==> src/rtl/aes_pkg.sv <==
// ---------------------------------------------------------------------------
// aes_pkg
//   Shared definitions for the AES round-pipeline stages.
//
//   Contents:
//     DIM_DEF, CELL_W_DEF  default state geometry (4 x 4 cells of 8 bits)
//     MODE_FWD, MODE_INV   values of the per-block direction bit
//     fill_state_t         occupancy of a two-entry (main + skid) stage
//     cell_lsb()           LSB position of cell (r,c) inside a packed state
// ---------------------------------------------------------------------------
package aes_pkg;

  localparam int DIM_DEF    = 4;
  localparam int CELL_W_DEF = 8;

  // Direction bit carried with every block.
  localparam logic MODE_FWD = 1'b0;  // ShiftRows     (encrypt)
  localparam logic MODE_INV = 1'b1;  // InvShiftRows  (decrypt)

  // Occupancy of a main-register + skid-register stage.
  typedef enum logic [1:0] {
    ST_EMPTY = 2'd0,  // nothing held
    ST_ONE   = 2'd1,  // main register holds the oldest block
    ST_FULL  = 2'd2   // main and skid registers both hold blocks
  } fill_state_t;

  // Column-major packing: cell (0,0) sits at the MSBs and column 0 is the
  // most significant column. Returns the LSB index of cell (r,c).
  function automatic int cell_lsb(input int r, input int c,
                                  input int dim, input int cw);
    return cw * (dim * dim - 1 - (dim * c + r));
  endfunction

endpackage

==> src/rtl/shift_rows_perm.sv <==
// ---------------------------------------------------------------------------
// shift_rows_perm
//   Purely combinational AES ShiftRows / InvShiftRows cell permutation for a
//   DIM x DIM state of CELL_W-bit cells. Pure wiring plus one 2:1 mux per
//   cell, so it can be dropped into any datapath (e.g. key schedule).
//
//   Forward : out(r,c) = in(r, (c+r) mod DIM)      row r rotates left by r
//   Inverse : out(r,c) = in(r, (c-r+DIM) mod DIM)  row r rotates right by r
//
//   Ports:
//     state_i  in   DIM*DIM*CELL_W  state, column-major packing
//     inv_i    in   1               MODE_FWD / MODE_INV
//     state_o  out  DIM*DIM*CELL_W  permuted state, same packing
// ---------------------------------------------------------------------------
module shift_rows_perm
  import aes_pkg::*;
#(
  parameter int DIM    = DIM_DEF,
  parameter int CELL_W = CELL_W_DEF
) (
  input  logic [DIM*DIM*CELL_W-1:0] state_i,
  input  logic                      inv_i,
  output logic [DIM*DIM*CELL_W-1:0] state_o
);

  // gi walks rows, gj walks columns. All source/destination offsets are
  // elaboration-time constants, so each cell reduces to a single mux.
  genvar gi, gj;
  generate
    for (gi = 0; gi < DIM; gi++) begin : g_row
      for (gj = 0; gj < DIM; gj++) begin : g_col
        localparam int DST_LSB = cell_lsb(gi, gj, DIM, CELL_W);
        localparam int FWD_LSB = cell_lsb(gi, (gj + gi) % DIM, DIM, CELL_W);
        localparam int INV_LSB = cell_lsb(gi, (gj - gi + DIM) % DIM, DIM, CELL_W);

        assign state_o[DST_LSB +: CELL_W] = (inv_i == MODE_INV)
                                          ? state_i[INV_LSB +: CELL_W]
                                          : state_i[FWD_LSB +: CELL_W];
      end
    end
  endgenerate

endmodule

==> src/rtl/shift_rows_pipe.sv <==
// ---------------------------------------------------------------------------
// shift_rows_pipe
//   Pipelined AES ShiftRows / InvShiftRows stage with valid/ready handshakes
//   on both sides. Each block carries its own direction bit, so a single
//   instance serves both the encrypt and decrypt datapaths. A main register
//   plus one skid register keep one block per clock flowing under
//   back-pressure while in_ready stays a pure register output.
//
//   Ports:
//     clk        in   1        rising-edge clock
//     reset      in   1        synchronous, active-high reset
//     in_valid   in   1        upstream block valid
//     in_ready   out  1        stage can accept a block this cycle
//     in_state   in   STATE_W  input state, column-major packing
//     in_inv     in   1        0 = ShiftRows, 1 = InvShiftRows
//     out_valid  out  1        output block valid
//     out_ready  in   1        downstream accepts
//     out_state  out  STATE_W  permuted state (oldest held block)
//     out_inv    out  1        direction bit that travelled with the block
//     blk_count  out  16       blocks delivered downstream, wrapping
// ---------------------------------------------------------------------------
module shift_rows_pipe
  import aes_pkg::*;
#(
  parameter int DIM     = DIM_DEF,
  parameter int CELL_W  = CELL_W_DEF,
  parameter int STATE_W = DIM * DIM * CELL_W
) (
  input  logic               clk,
  input  logic               reset,
  input  logic               in_valid,
  output logic               in_ready,
  input  logic [STATE_W-1:0] in_state,
  input  logic               in_inv,
  output logic               out_valid,
  input  logic               out_ready,
  output logic [STATE_W-1:0] out_state,
  output logic               out_inv,
  output logic [15:0]        blk_count
);

  // -------------------------------------------------------------------------
  // Input-side permutation. The result is captured on accept and never
  // recomputed downstream, so the output path is register-only.
  // -------------------------------------------------------------------------
  logic [STATE_W-1:0] perm_state;

  shift_rows_perm #(
    .DIM    (DIM),
    .CELL_W (CELL_W)
  ) u_perm (
    .state_i (in_state),
    .inv_i   (in_inv),
    .state_o (perm_state)
  );

  // -------------------------------------------------------------------------
  // Storage and control registers
  // -------------------------------------------------------------------------
  fill_state_t        state_reg;
  logic [STATE_W-1:0] main_state_reg;
  logic               main_inv_reg;
  logic [STATE_W-1:0] skid_state_reg;
  logic               skid_inv_reg;
  logic               out_valid_reg;
  logic               in_ready_reg;
  logic [15:0]        blk_count_reg;

  logic in_xfer;
  logic out_xfer;

  assign in_xfer  = in_valid & in_ready_reg;
  assign out_xfer = out_valid_reg & out_ready;

  // -------------------------------------------------------------------------
  // Occupancy FSM. Main always holds the oldest block; the skid register is
  // only filled when main is occupied and cannot drain on the same edge.
  // in_ready is registered: it falls the cycle after the skid fills and
  // rises again the cycle after the skid block moves into main.
  // -------------------------------------------------------------------------
  always_ff @(posedge clk) begin
    if (reset) begin
      state_reg      <= ST_EMPTY;
      main_state_reg <= '0;
      main_inv_reg   <= MODE_FWD;
      skid_state_reg <= '0;
      skid_inv_reg   <= MODE_FWD;
      out_valid_reg  <= 1'b0;
      in_ready_reg   <= 1'b0;  // held low while reset is asserted
      blk_count_reg  <= 16'd0;
    end else begin
      if (out_xfer) begin
        blk_count_reg <= blk_count_reg + 16'd1;  // natural 16-bit wrap
      end

      // Only the ONE->FULL move and a stalled FULL keep the input closed.
      in_ready_reg <= 1'b1;

      case (state_reg)
        ST_EMPTY: begin
          if (in_xfer) begin
            main_state_reg <= perm_state;
            main_inv_reg   <= in_inv;
            out_valid_reg  <= 1'b1;
            state_reg      <= ST_ONE;
          end
        end

        ST_ONE: begin
          if (in_xfer && out_xfer) begin
            // Old block leaves while the new one replaces it in main.
            main_state_reg <= perm_state;
            main_inv_reg   <= in_inv;
          end else if (in_xfer) begin
            // Main is stalled: park the new block in the skid register.
            skid_state_reg <= perm_state;
            skid_inv_reg   <= in_inv;
            in_ready_reg   <= 1'b0;
            state_reg      <= ST_FULL;
          end else if (out_xfer) begin
            // Main keeps its last value; out_valid alone marks it stale.
            out_valid_reg  <= 1'b0;
            state_reg      <= ST_EMPTY;
          end
        end

        ST_FULL: begin
          // in_ready_reg is low here, so no input transfer can occur.
          if (out_xfer) begin
            main_state_reg <= skid_state_reg;
            main_inv_reg   <= skid_inv_reg;
            state_reg      <= ST_ONE;
          end else begin
            in_ready_reg   <= 1'b0;
          end
        end

        default: begin
          out_valid_reg <= 1'b0;
          state_reg     <= ST_EMPTY;
        end
      endcase
    end
  end

  // -------------------------------------------------------------------------
  // Outputs are driven straight from registers.
  // -------------------------------------------------------------------------
  assign in_ready  = in_ready_reg;
  assign out_valid = out_valid_reg;
  assign out_state = main_state_reg;
  assign out_inv   = main_inv_reg;
  assign blk_count = blk_count_reg;

endmodule

==> config.mk <==
export PLATFORM = sky130hd
export DESIGN_NAME = shift_rows_pipe
export DESIGN_NICKNAME = d
export VERILOG_FILES = /design/src/rtl/aes_pkg.sv /design/src/rtl/shift_rows_perm.sv /design/src/rtl/shift_rows_pipe.sv
export SDC_FILE = /design/constraint.sdc
export NUM_CORES = 1
export LEC_CHECK = 0
export ABC_AREA = 1
export CORE_ASPECT_RATIO = 1.25
export CORE_MARGIN = 8
export CORE_UTILIZATION = 30
export CTS_CLUSTER_DIAMETER = 80
export DETAILED_ROUTE_END_ITERATION = 10
export GPL_ROUTABILITY_DRIVEN = 0
export PLACE_DENSITY = 0.59
export SYNTH_ARGS = -nofsm -noshare
export SYNTH_HDL_FRONTEND = slang
export SYNTH_HIERARCHICAL = 1
export SYNTH_SLANG_ARGS = --single-unit
==> constraint.sdc <==
create_clock -name clk -period 1.8 [get_ports clk]
set_input_delay 0.18 -clock clk [delete_from_list [all_inputs] [get_ports clk]]
set_output_delay 0.18 -clock clk [all_outputs]
set_load 0.1 [all_outputs]
# ---- Word level (Yosys, flattened, before mapping)
# Index checks and enable logic that the tools add are counted.
dict set report word_totals {
  mem_bits_ro 0
  in_bits 133
  register_bits 278
  out_inout_bits 147
  word_cells 60
  n_memories 0
  ram_bits 0
  latchBits 0
}
dict set report classes {
  n_div 0
  magnitude_cmp 0
  n_mux 31
  add_sub_neg 1
  n_bitwise 4
  shifts 0
  reduce_logical 7
  n_mul 0
  n_eq_ne 9
}
# operator n
set ops {}
lappend ops {{$mux W128} 3}
lappend ops {{$pmux W128 S3} 1}
lappend ops {{$mux W8} 8}
lappend ops {{$add A16 B1 Y16 const B} 1}
lappend ops {{$ne A2 B2 Y1 const B} 6}
lappend ops {{$mux W1} 10}
lappend ops {{$mux W2} 5}
lappend ops {{$reduce_and A4 Y1} 2}
lappend ops {{$pmux W1 S3} 2}
lappend ops {{$pmux W2 S3} 1}
lappend ops {{$reduce_and A5 Y1} 1}
lappend ops {{$ne A3 B3 Y1 const B} 1}
lappend ops {{$reduce_and A3 Y1} 1}
lappend ops {{$reduce_bool A3 Y1} 1}
lappend ops {{$and A1 B1 Y1} 2}
lappend ops {{$eq A2 B1 Y1 const B} 1}
lappend ops {{$eq A2 B2 Y1 const B} 1}
lappend ops {{$logic_not A2 Y1} 1}
lappend ops {{$not A1 Y1} 2}
lappend ops {{$pmux W1 S2} 1}
lappend ops {{$logic_and A1 B1 Y1} 1}

# ---- Longest topological paths before layout
# Gate-level depths: netlist of the first run.
dict set report logic_depth {
  depth_word 5
  mapped_depth 11
  mapped_depth_nobuf 9
}

# ---- Hierarchy
# The synthesis of the first run kept the hierarchy.
# module n_inst seq_area_each_um2 area_each_um2 cells_each
set by_module_without_submodules {}
lappend by_module_without_submodules {shift_rows_pipe 1 5565.3 12075.3 1572}
lappend by_module_without_submodules {shift_rows_perm 1 0.0 1325.0 270}

# ---- Worst setup path before layout of the first run
# Ideal clock, no wire load.
dict set report synth_timing {
  path_type {register to register}
  from {register in_ready_reg, in the netlist in_ready}
  to {register main_state_reg[57], in the netlist out_state[57]}
  synth_period_minus_slack_ps 2172
  path_stages_with_launch 9
  setup_ps 66
  path_buffers 2
  setup_slack_ps -372
  required_time_ps 1734
  arrival_ps 2106
  path_cell_list {dfxtp_1 > nand2_1 > inv_1 > nand3_2 > o21ai_2 > buf_4 > buf_4 > a21oi_1 > nor2_1}
}
dict set report synth_between {
  elab_chain_cells 4
  elab_cells_between_ends 5
  classes_between {2 x eq/ne; 1 x bitwise; 2 x reduce/logical}
}
# element line
set synth_lines {}
lappend synth_lines {{start: declaration} shift_rows_pipe.sv:66} ;# logic in_ready_reg;
lappend synth_lines {{start signal: assignment} shift_rows_pipe.sv:89} ;# in_ready_reg <= 1'b0;
lappend synth_lines {{start signal: assignment} shift_rows_pipe.sv:97} ;# in_ready_reg <= 1'b1;
lappend synth_lines {{start signal: assignment} shift_rows_pipe.sv:118} ;# in_ready_reg <= 1'b0;
lappend synth_lines {{$and A1 B1 Y1 *} shift_rows_pipe.sv:72} ;# assign in_xfer = in_valid & in_ready_reg;
lappend synth_lines {{$logic_and A1 B1 Y1} shift_rows_pipe.sv:110} ;# if (in_xfer && out_xfer) begin
lappend synth_lines {{$ne A2 B2 Y1 (no source line)} --}
lappend synth_lines {{$reduce_and A4 Y1 (no source line) *} --}
lappend synth_lines {{end signal: assignment} shift_rows_pipe.sv:102} ;# main_state_reg <= perm_state;
lappend synth_lines {{end signal: assignment} shift_rows_pipe.sv:112} ;# main_state_reg <= perm_state;
lappend synth_lines {{end signal: assignment} shift_rows_pipe.sv:130} ;# main_state_reg <= skid_state_reg;
lappend synth_lines {{end: declaration} shift_rows_pipe.sv:61} ;# logic [STATE_W-1:0] main_state_reg;
# Mark *: on every way between the ends. The rest lies on a longest branch, timed or not.
# A chain may end at the register's enable or synchronous reset.

# ---- Worst setup path after layout of the first run
dict set report layout_timing {
  from {register state_reg[0]}
  to {register main_state_reg[13], in the netlist out_state[13]}
}
dict set report layout_between {
  elab_chain_cells 3
  elab_cells_between_ends 9
  classes_between {5 x eq/ne; 1 x mux; 3 x reduce/logical}
}
# element line
set layout_lines {}
lappend layout_lines {{start: declaration} shift_rows_pipe.sv:60} ;# fill_state_t state_reg;
lappend layout_lines {{start signal: assignment} shift_rows_pipe.sv:83} ;# state_reg <= ST_EMPTY;
lappend layout_lines {{start signal: assignment} shift_rows_pipe.sv:105} ;# state_reg <= ST_ONE;
lappend layout_lines {{start signal: assignment} shift_rows_pipe.sv:119} ;# state_reg <= ST_FULL;
lappend layout_lines {{$eq A2 B1 Y1, or another cell as far along} shift_rows_pipe.sv:99} ;# case (state_reg)
lappend layout_lines {{$ne A2 B2 Y1 (no source line) / $reduce_bool A3 Y1 (equally long branches)} --}
lappend layout_lines {{$reduce_and A4 Y1 (no source line)} --}
# Parallel ways exist; a longest one is shown, timed or not.

==> summary.txt, run 1 <==
Outcome
  – Status: finished clean

Detailed routing
  – First-pass detailed-route iteration total: 5
  – Routed wire length: 44700 µm
  – Detailed Route Iter0 Violations: ~520
  – DRC violations left: 0
  – Per-cell routed wire length: roughly 17 µm
  – Routed via count: ~13000
  – Vias per inst: approximately 4.8
  – Antenna viol nets, final: 0

Final layout
  – Layout cell share with drive strength beyond 1: 0.153
  – Sequential cell area: 5580 µm²
  – Cell area after layout: about 18000 µm²
  – Area growth syn-to-layout: 34.0%
  – Multi-input logic area: around 6500 µm²
  – Layout Nets: 2183
  – Commonest non-fill, non-tap cell in the layout: nor2_1
  – Layout filler cell count: approximately 4500
  – Final cell count without fillers: roughly 2600
  – Most frequent cells in the layout: nor2_1, nand2_1, dfxtp_1, buf_4, nand3_1
  – Core Util, Final: 0.407

Clock tree
  – H-tree depth: 1
  – Longest Clk Path Bufs: 3
  – CTS Sinks: 278
  – CTS Buf Count: 31
  – Worst-path clk slew: roughly 0.06 ns
  – Worst-Skew Late Latency: 0.59 ns
  – Post-CTS Hold Fix Bufs: 0
  – TritonCTS clock tree: built
  – CTS root buf: clkbuf_16

Timing
  – Peak Freq: between 0.5 and 0.6 GHz
  – Setup violators final: 0
  – Worst Tran Pin Value: between 0.5 and 0.6 ns
  – Endpoints failing hold: 0
  – Tmin final: approximately 1.7 ns
  – Final Max Slew Viols: 0
  – Worst setup margin: roughly 0.1 ns
  – Post-route clock period utilization: 0.944
  – Fin Clk Skew: around 0.025 ns
  – Slew HR: 0.659
  – Worst Hold Slack: roughly 0.17 ns
  – Setup TNS: 0 ns
  – RSZ-0062 raised after global routing: false

Synth
  – Flops & latches, synth: between 200 and 300
  – Yosys cell types: 28
  – Register area share after synthesis: 0.415
  – Post-Syn Nets: around 2000
  – Synthesized instance count: roughly 1800
  – Syn. warnings: 6
  – Cell Area, Synth: ~13000 µm²
  – Syn avg cell area: between 7 and 8 µm²

Floorplanning
  – Row cnt: 86
  – Initial Utilization: 0.304
  – I/O pin total: 280
  – Core Area: 44100 µm²
  – Die Height: 252 µm
  – Die span in x: slightly above 200 µm
  – DIE AREA: roughly 52000 µm²

Global routing
  – First-pass GRT wire length: between 60000 and 70000 µm
  – GRT Total Usage: 0.160
  – Initial antenna violation count: 5
  – Total gr overflow: 0
  – Vias in the first global route: between 10000 and 15000
  – Largest net degree at the start of global routing: 57

Pwr
  – Peak supply drop: roughly 1300 µV
  – Total chip power: roughly 33 mW
  – Sw Share: 0.479
  – PwrDens: 1820 nW/µm²
  – Clock power share: 0.196
  – Combinational share of power: 0.552
  – Sequential share of power: 0.252
  – Leakage: roughly 7.9 nW
  – Net Switching: 15.6 mW
  – Pint: approximately 17 mW

Place
  – Port buffer count: roughly 280
  – Placed instance count: 2578
  – Cell Area, Placed: between 15000 and 20000 µm²
  – HPWL Detailed: about 31000 µm
  – Pre-CTS setup slack: -0.187 ns

Critical path
  – Setup slack, reg-to-reg: about 0.1 ns
  – Startpoint Class: flip-flop
  – Capturing element type of the critical path: flip-flop
  – Worst Path Required: roughly 2.3 ns
  – Max FO, Critical Path: 31
  – Critical path type: reg -> reg
  – Crit-path slowest cell: dfxtp_2
  – Delay of the slowest critical-path stage: 0.36 ns
  – Crit path cell chain: inv_4 > ha_4 > nor2_4 > o21ai_4 > buf_12 > buf_16 > nand3_1 > nand2_1 > nor2_1
  – CP arrival: approximately 2.2 ns

Min path
  – Hold Path Class: in -> reg

Flow run
  – Maxcap violations: 0
-- cell families after synthesis --
group,Yosys count,share of synthesized area
and+or+nand+nor,921,0.272
AOI/OAI and AO/OA,279,0.105
DFF,278,0.415
buffers and inverters,227,0.104
muxes,129,0.0964
adders and majority gates,5,0.00467
xor gates and xnor gates,3,0.00196
-- timing repair --
action | CTS | global route
pin swaps | 0 | 2
buffers inserted | 0 | 1
resized for setup | 4 | 22
gates cloned | 0 | 5
setup endpoints to repair | 56 | 210
endpoints found under the hold margin | 0 | 0
-- final timing paths --
kind / from / to / cells past startpoint
setup / recovery: state_reg[0] / out_state[13] / 9
hold / removal: in_inv / skid_inv_reg / 4
setup reg to reg: state_reg[0] / out_state[13] / 9
hold reg to reg: blk_count[3] / blk_count[3] / 1
-- final cells by class --
class | instances | area share
inverter | 21 | 0.00585
tap | 572 | 0.0399
clock buffer | 44 | 0.0482
sequential | 278 | 0.311
timing repair inverter | 1 | 0.000488
clock inverter | 9 | 0.00767
multi-input combinational | 1337 | 0.363
antenna | 4 | 0.000558
timing repair buffer | 375 | 0.224
-- synthesized netlist by cell type, drive strengths merged --
library cell,number,share of area
nor2,420,0.12
nand2,358,0.10
dfxtp,278,0.42
buf,178,0.086
nand3,138,0.052
a21oi,137,0.051
o21ai,137,0.051
mux2i,129,0.096
clkbuf,28,0.012
inv,20,0.0056
ha,5,0.0047
nand4,3,0.0014
xor2,3,0.0020
a31oi,2,0.00093
nor3,2,0.00075
o21bai,2,0.0011
clkinv,1,0.00028
o21a,1,0.00056
-- routing by layer --
| layer | global-route usage | share of wire | vias up |
|---|---|---|---|
| met1 | 0.182 | 0.40 | 5863 |
| met5 | 0 | 0.00029 | - |
| met4 | 0.0517 | 0.029 | 2 |
| li1 | - | - | 6355 |
| met3 | 0.0396 | 0.068 | 64 |
| met2 | 0.290 | 0.50 | 295 |
-- critical path: cells and delay by family (launching register included) --
family / cells / cell delay [ns]
buf+inv: 3 / 0.48
flops: 1 / 0.36
fa+ha+maj: 1 / 0.20
compound gates: 1 / 0.27
simple gates: 4 / 0.27
-- power groups by stage --
stage	clock [mW]	sequential [mW]	combinational [mW]
detailed placement	0	8.35	17.4
floorplan	0	14.0	6.90
finish	6.40	8.24	18.0
global route	6.84	8.38	19.2
CTS	6.61	8.24	17.5
global placement	0	8.33	17.2
Power figures use the tool's default switching activity.
==> run 2, diff against run 1 <==
==> constraint.sdc (replaced) <==
create_clock -name clk -period 1.8 [get_ports clk]
set_input_delay 0.18 -clock clk [delete_from_list [all_inputs] [get_ports clk]]
set_output_delay 0.18 -clock clk [all_outputs]
set_load 0.005 [all_outputs]
==> run 2 against run 1 <==
Effect of this change: count of clock-buffer cells in the layout is 4 lower; register-to-register slack lost 0.02 ns; first-iteration DRC count up 14%; design area grew 1.1%; sequential power decreased by 2%; critical path depth decreased by 8; clock skew shrank 0.014 ns; core utilization increased by 0.44 points; sequential share of layout area fell by 0.41 points; global-route usage barely moved.
==> summary.txt, run 2 (synthesis gave the netlist of run 1 again) <==
Timing
  – Slew HR: 0.748 (+0.0898)
  – Peak Freq: 0.582 GHz (-1.0%)
  – Post-route clock period utilization: 0.954 (+0.00990)
  – Worst Hold Slack: 0.146 ns (-0.0240 ns)
  – Setup TNS: 0 ns (unchanged)
  – Tmin final: 1.72 ns (+0.0178 ns)
  – Setup violators final: 0 (unchanged)
  – Final Max Slew Viols: 0 (unchanged)
  – Endpoints failing hold: 0 (unchanged)
  – Fin Clk Skew: 0.0110 ns (-0.0136 ns)
  – Worst Tran Pin Value: 0.367 ns (-0.145 ns)
  – RSZ-0062 raised after global routing: true

Min path
  – Hold Path Depth: 4 (unchanged)
  – Hold path startpoint: in_inv
  – Worst Hold Path EP: skid_inv_reg
  – Hold Path Class: in -> reg

Detailed routing
  – Routed via count: 12700 (+0.97%)
  – Vias per inst: 4.80 (+0.82%)
  – Per-cell routed wire length: 17.0 µm (+0.52%)
  – Antenna viol nets, final: 0 (unchanged)
  – DRC violations left: 0 (unchanged)
  – Detailed Route Iter0 Violations: 593 (+14%)
  – First-pass detailed-route iteration total: 4 (-1)
  – Routed wire length: 45000 µm (+0.68%)

Place
  – Placed instance count: 2570 (-0.31%)
  – Cell Area, Placed: 16700 µm² (+0.10%)
  – HPWL Detailed: 30700 µm (-1.6%)
  – Port buffer count: 279 (unchanged)

Final layout
  – Cell area after layout: 18100 µm² (+1.1%)
  – Commonest non-fill, non-tap cell in the layout: nor2_1
  – Final cell count without fillers: 2645 (+0.15%)
  – Sequential cell area: 5570 µm² (-0.25%)
  – Layout Nets: 2184 (+0.046%)
  – Layout cell share with drive strength beyond 1: 0.0831 (-0.0699)
  – Layout filler cell count: 4529 (+1.0%)
  – Core Util, Final: 0.411 (+0.00437)
  – Area growth syn-to-layout: 35.4%
  – Most frequent cells in the layout: nor2_1, nand2_1, dfxtp_1, clkdlybuf4s50_1, a21oi_1
  – Multi-input logic area: 6510 µm² (unchanged)

Critical path
  – Critical path type: reg -> out
  – Max FO, Critical Path: 5 (-84%)
  – CP arrival: 1.54 ns (-0.65 ns)
  – Crit path cell chain: clkdlybuf4s50_1
  – Startpoint Class: flip-flop
  – Crit-path slowest cell: clkdlybuf4s50_1
  – Worst R2R End: out_state[98]
  – Setup slack, reg-to-reg: 0.08 ns (-0.02 ns)
  – Capturing element type of the critical path: output pin
  – Worst Path Required: 1.62 ns (-0.67 ns)
  – Delay of the slowest critical-path stage: 0.54 ns (+0.18 ns)
  – Buf+Inv Stages, Crit Path: 1 (-2)
  – R2R depth: 10 (+1)
  – Family with the most delay on the worst path: buffers and inverters
  – RR Startpoint: state_reg[1]

Pwr
  – Sequential share of power: 0.294 (+0.042)
  – Sw Share: 0.357 (-0.121)
  – PwrDens: 1520 nW/µm² (-17%)
  – Combinational share of power: 0.459 (-0.093)
  – Net Switching: 9.83 mW (-37%)
  – Peak supply drop: 841 µV (-35%)
  – Pint: 17.7 mW (+3.8%)
  – Clock power share: 0.247 (+0.051)
  – Leakage: 7.60 nW (-3.2%)

Clock tree
  – CTS Buf Count: 31 (unchanged)
  – TritonCTS clock tree: built
  – Longest Clk Path Bufs: 3 (unchanged)
  – Post-CTS Hold Fix Bufs: 0 (unchanged)
  – Worst-Skew Late Latency: 0.58 ns (about the same)
  – Worst-path clk slew: 0.06 ns (about the same)
  – H-tree depth: 1 (unchanged)
  – CTS Sinks: 278 (unchanged)
  – CTS root buf: clkbuf_16

Global routing
  – First-pass GRT wire length: 67300 µm (+0.21%)
  – Vias in the first global route: 12000 (+0.53%)
  – Largest net degree at the start of global routing: 67 (+18%)
  – Initial antenna violation count: 5 (unchanged)
  – GRT Total Usage: 0.160 (-0.000464)
  – Total gr overflow: 0 (unchanged)

Floorplanning
  – Core Area: 44100 µm² (unchanged)
  – I/O pin total: 280 (unchanged)
  – Die span in x: 205 µm (unchanged)
  – Die Height: 252 µm (unchanged)
  – DIE AREA: 51700 µm² (unchanged)
  – Row cnt: 86 (unchanged)
  – Initial Utilization: 0.304 (unchanged)

Flow run
  – Maxcap violations: 0 (unchanged)

Outcome
  – Status: finished clean
[run 2: worst max-delay path by stage]
| stage | slack (ns) | from | cells past startpoint | to |
|---|---|---|---|---|
| finish | 0.08 | blk_count[11] | 1 | blk_count[11] |
| global route | -0.02 | state_reg[1] | 9 | out_state[0] |
| CTS | -0.04 | state_reg[0] | 9 | out_state[97] |
| detailed placement | -0.16 | in_valid | 10 | out_state[124] |
| global placement | -0.16 | in_valid | 10 | out_state[124] |
| floorplan | 0.22 | state_reg[0] | 9 | out_state[57] |
[run 2: cell type report]
cell class / count / share of cell area
antenna: 4 / 0.000552
clock buffer: 40 / 0.0479
clock inverter: 16 / 0.0121
inverter: 21 / 0.00517
multi-input combinational: 1337 / 0.359
sequential: 278 / 0.307
tap: 572 / 0.0394
timing repair buffer: 377 / 0.229
[run 2: metrics by stage]
stage	power [mW]	setup WS [ns]
after floorplan	15.0	0.223
after global placement	19.9	-0.157
after detailed placement	20.0	-0.156
after CTS	27.0	-0.0364
after global routing	29.3	-0.0198
final	27.5	0.0821
[run 2: timing repair]
item                                    4_1_cts  5_1_grt
pin swaps                                     2        2
endpoints found under the setup margin       24      253
buffers inserted                              2        7
cloned                                        0        6
gates resized for setup                      10       19
[run 2: metal layers]
metal / wire (µm) / global-route usage / vias to the layer above
met3: 2730 / 0.0321 / 69
met1: 18300 / 0.186 / 5936
met5: 11 / 0 / -
met4: 1420 / 0.0626 / 2
li1: - / - / 6351
met2: 22500 / 0.283 / 343
[run 2: power groups by stage]
stage | sequential (mW) | combinational [mW] | clock [mW]
2_1_floorplan | 8.15 | 6.89 | 0
3_3_place_gp | 8.18 | 11.7 | 0
3_5_place_dp | 8.20 | 11.8 | 0
4_1_cts | 8.10 | 11.8 | 7.05
5_1_grt | 8.24 | 13.8 | 7.27
6_report | 8.09 | 12.6 | 6.81
[run 2: worst min-delay path, stage by stage]
cell and delay (ns):
buf_2 0.15, buf_12 0.18, nor2_1 0.11, nor2_1 0.05
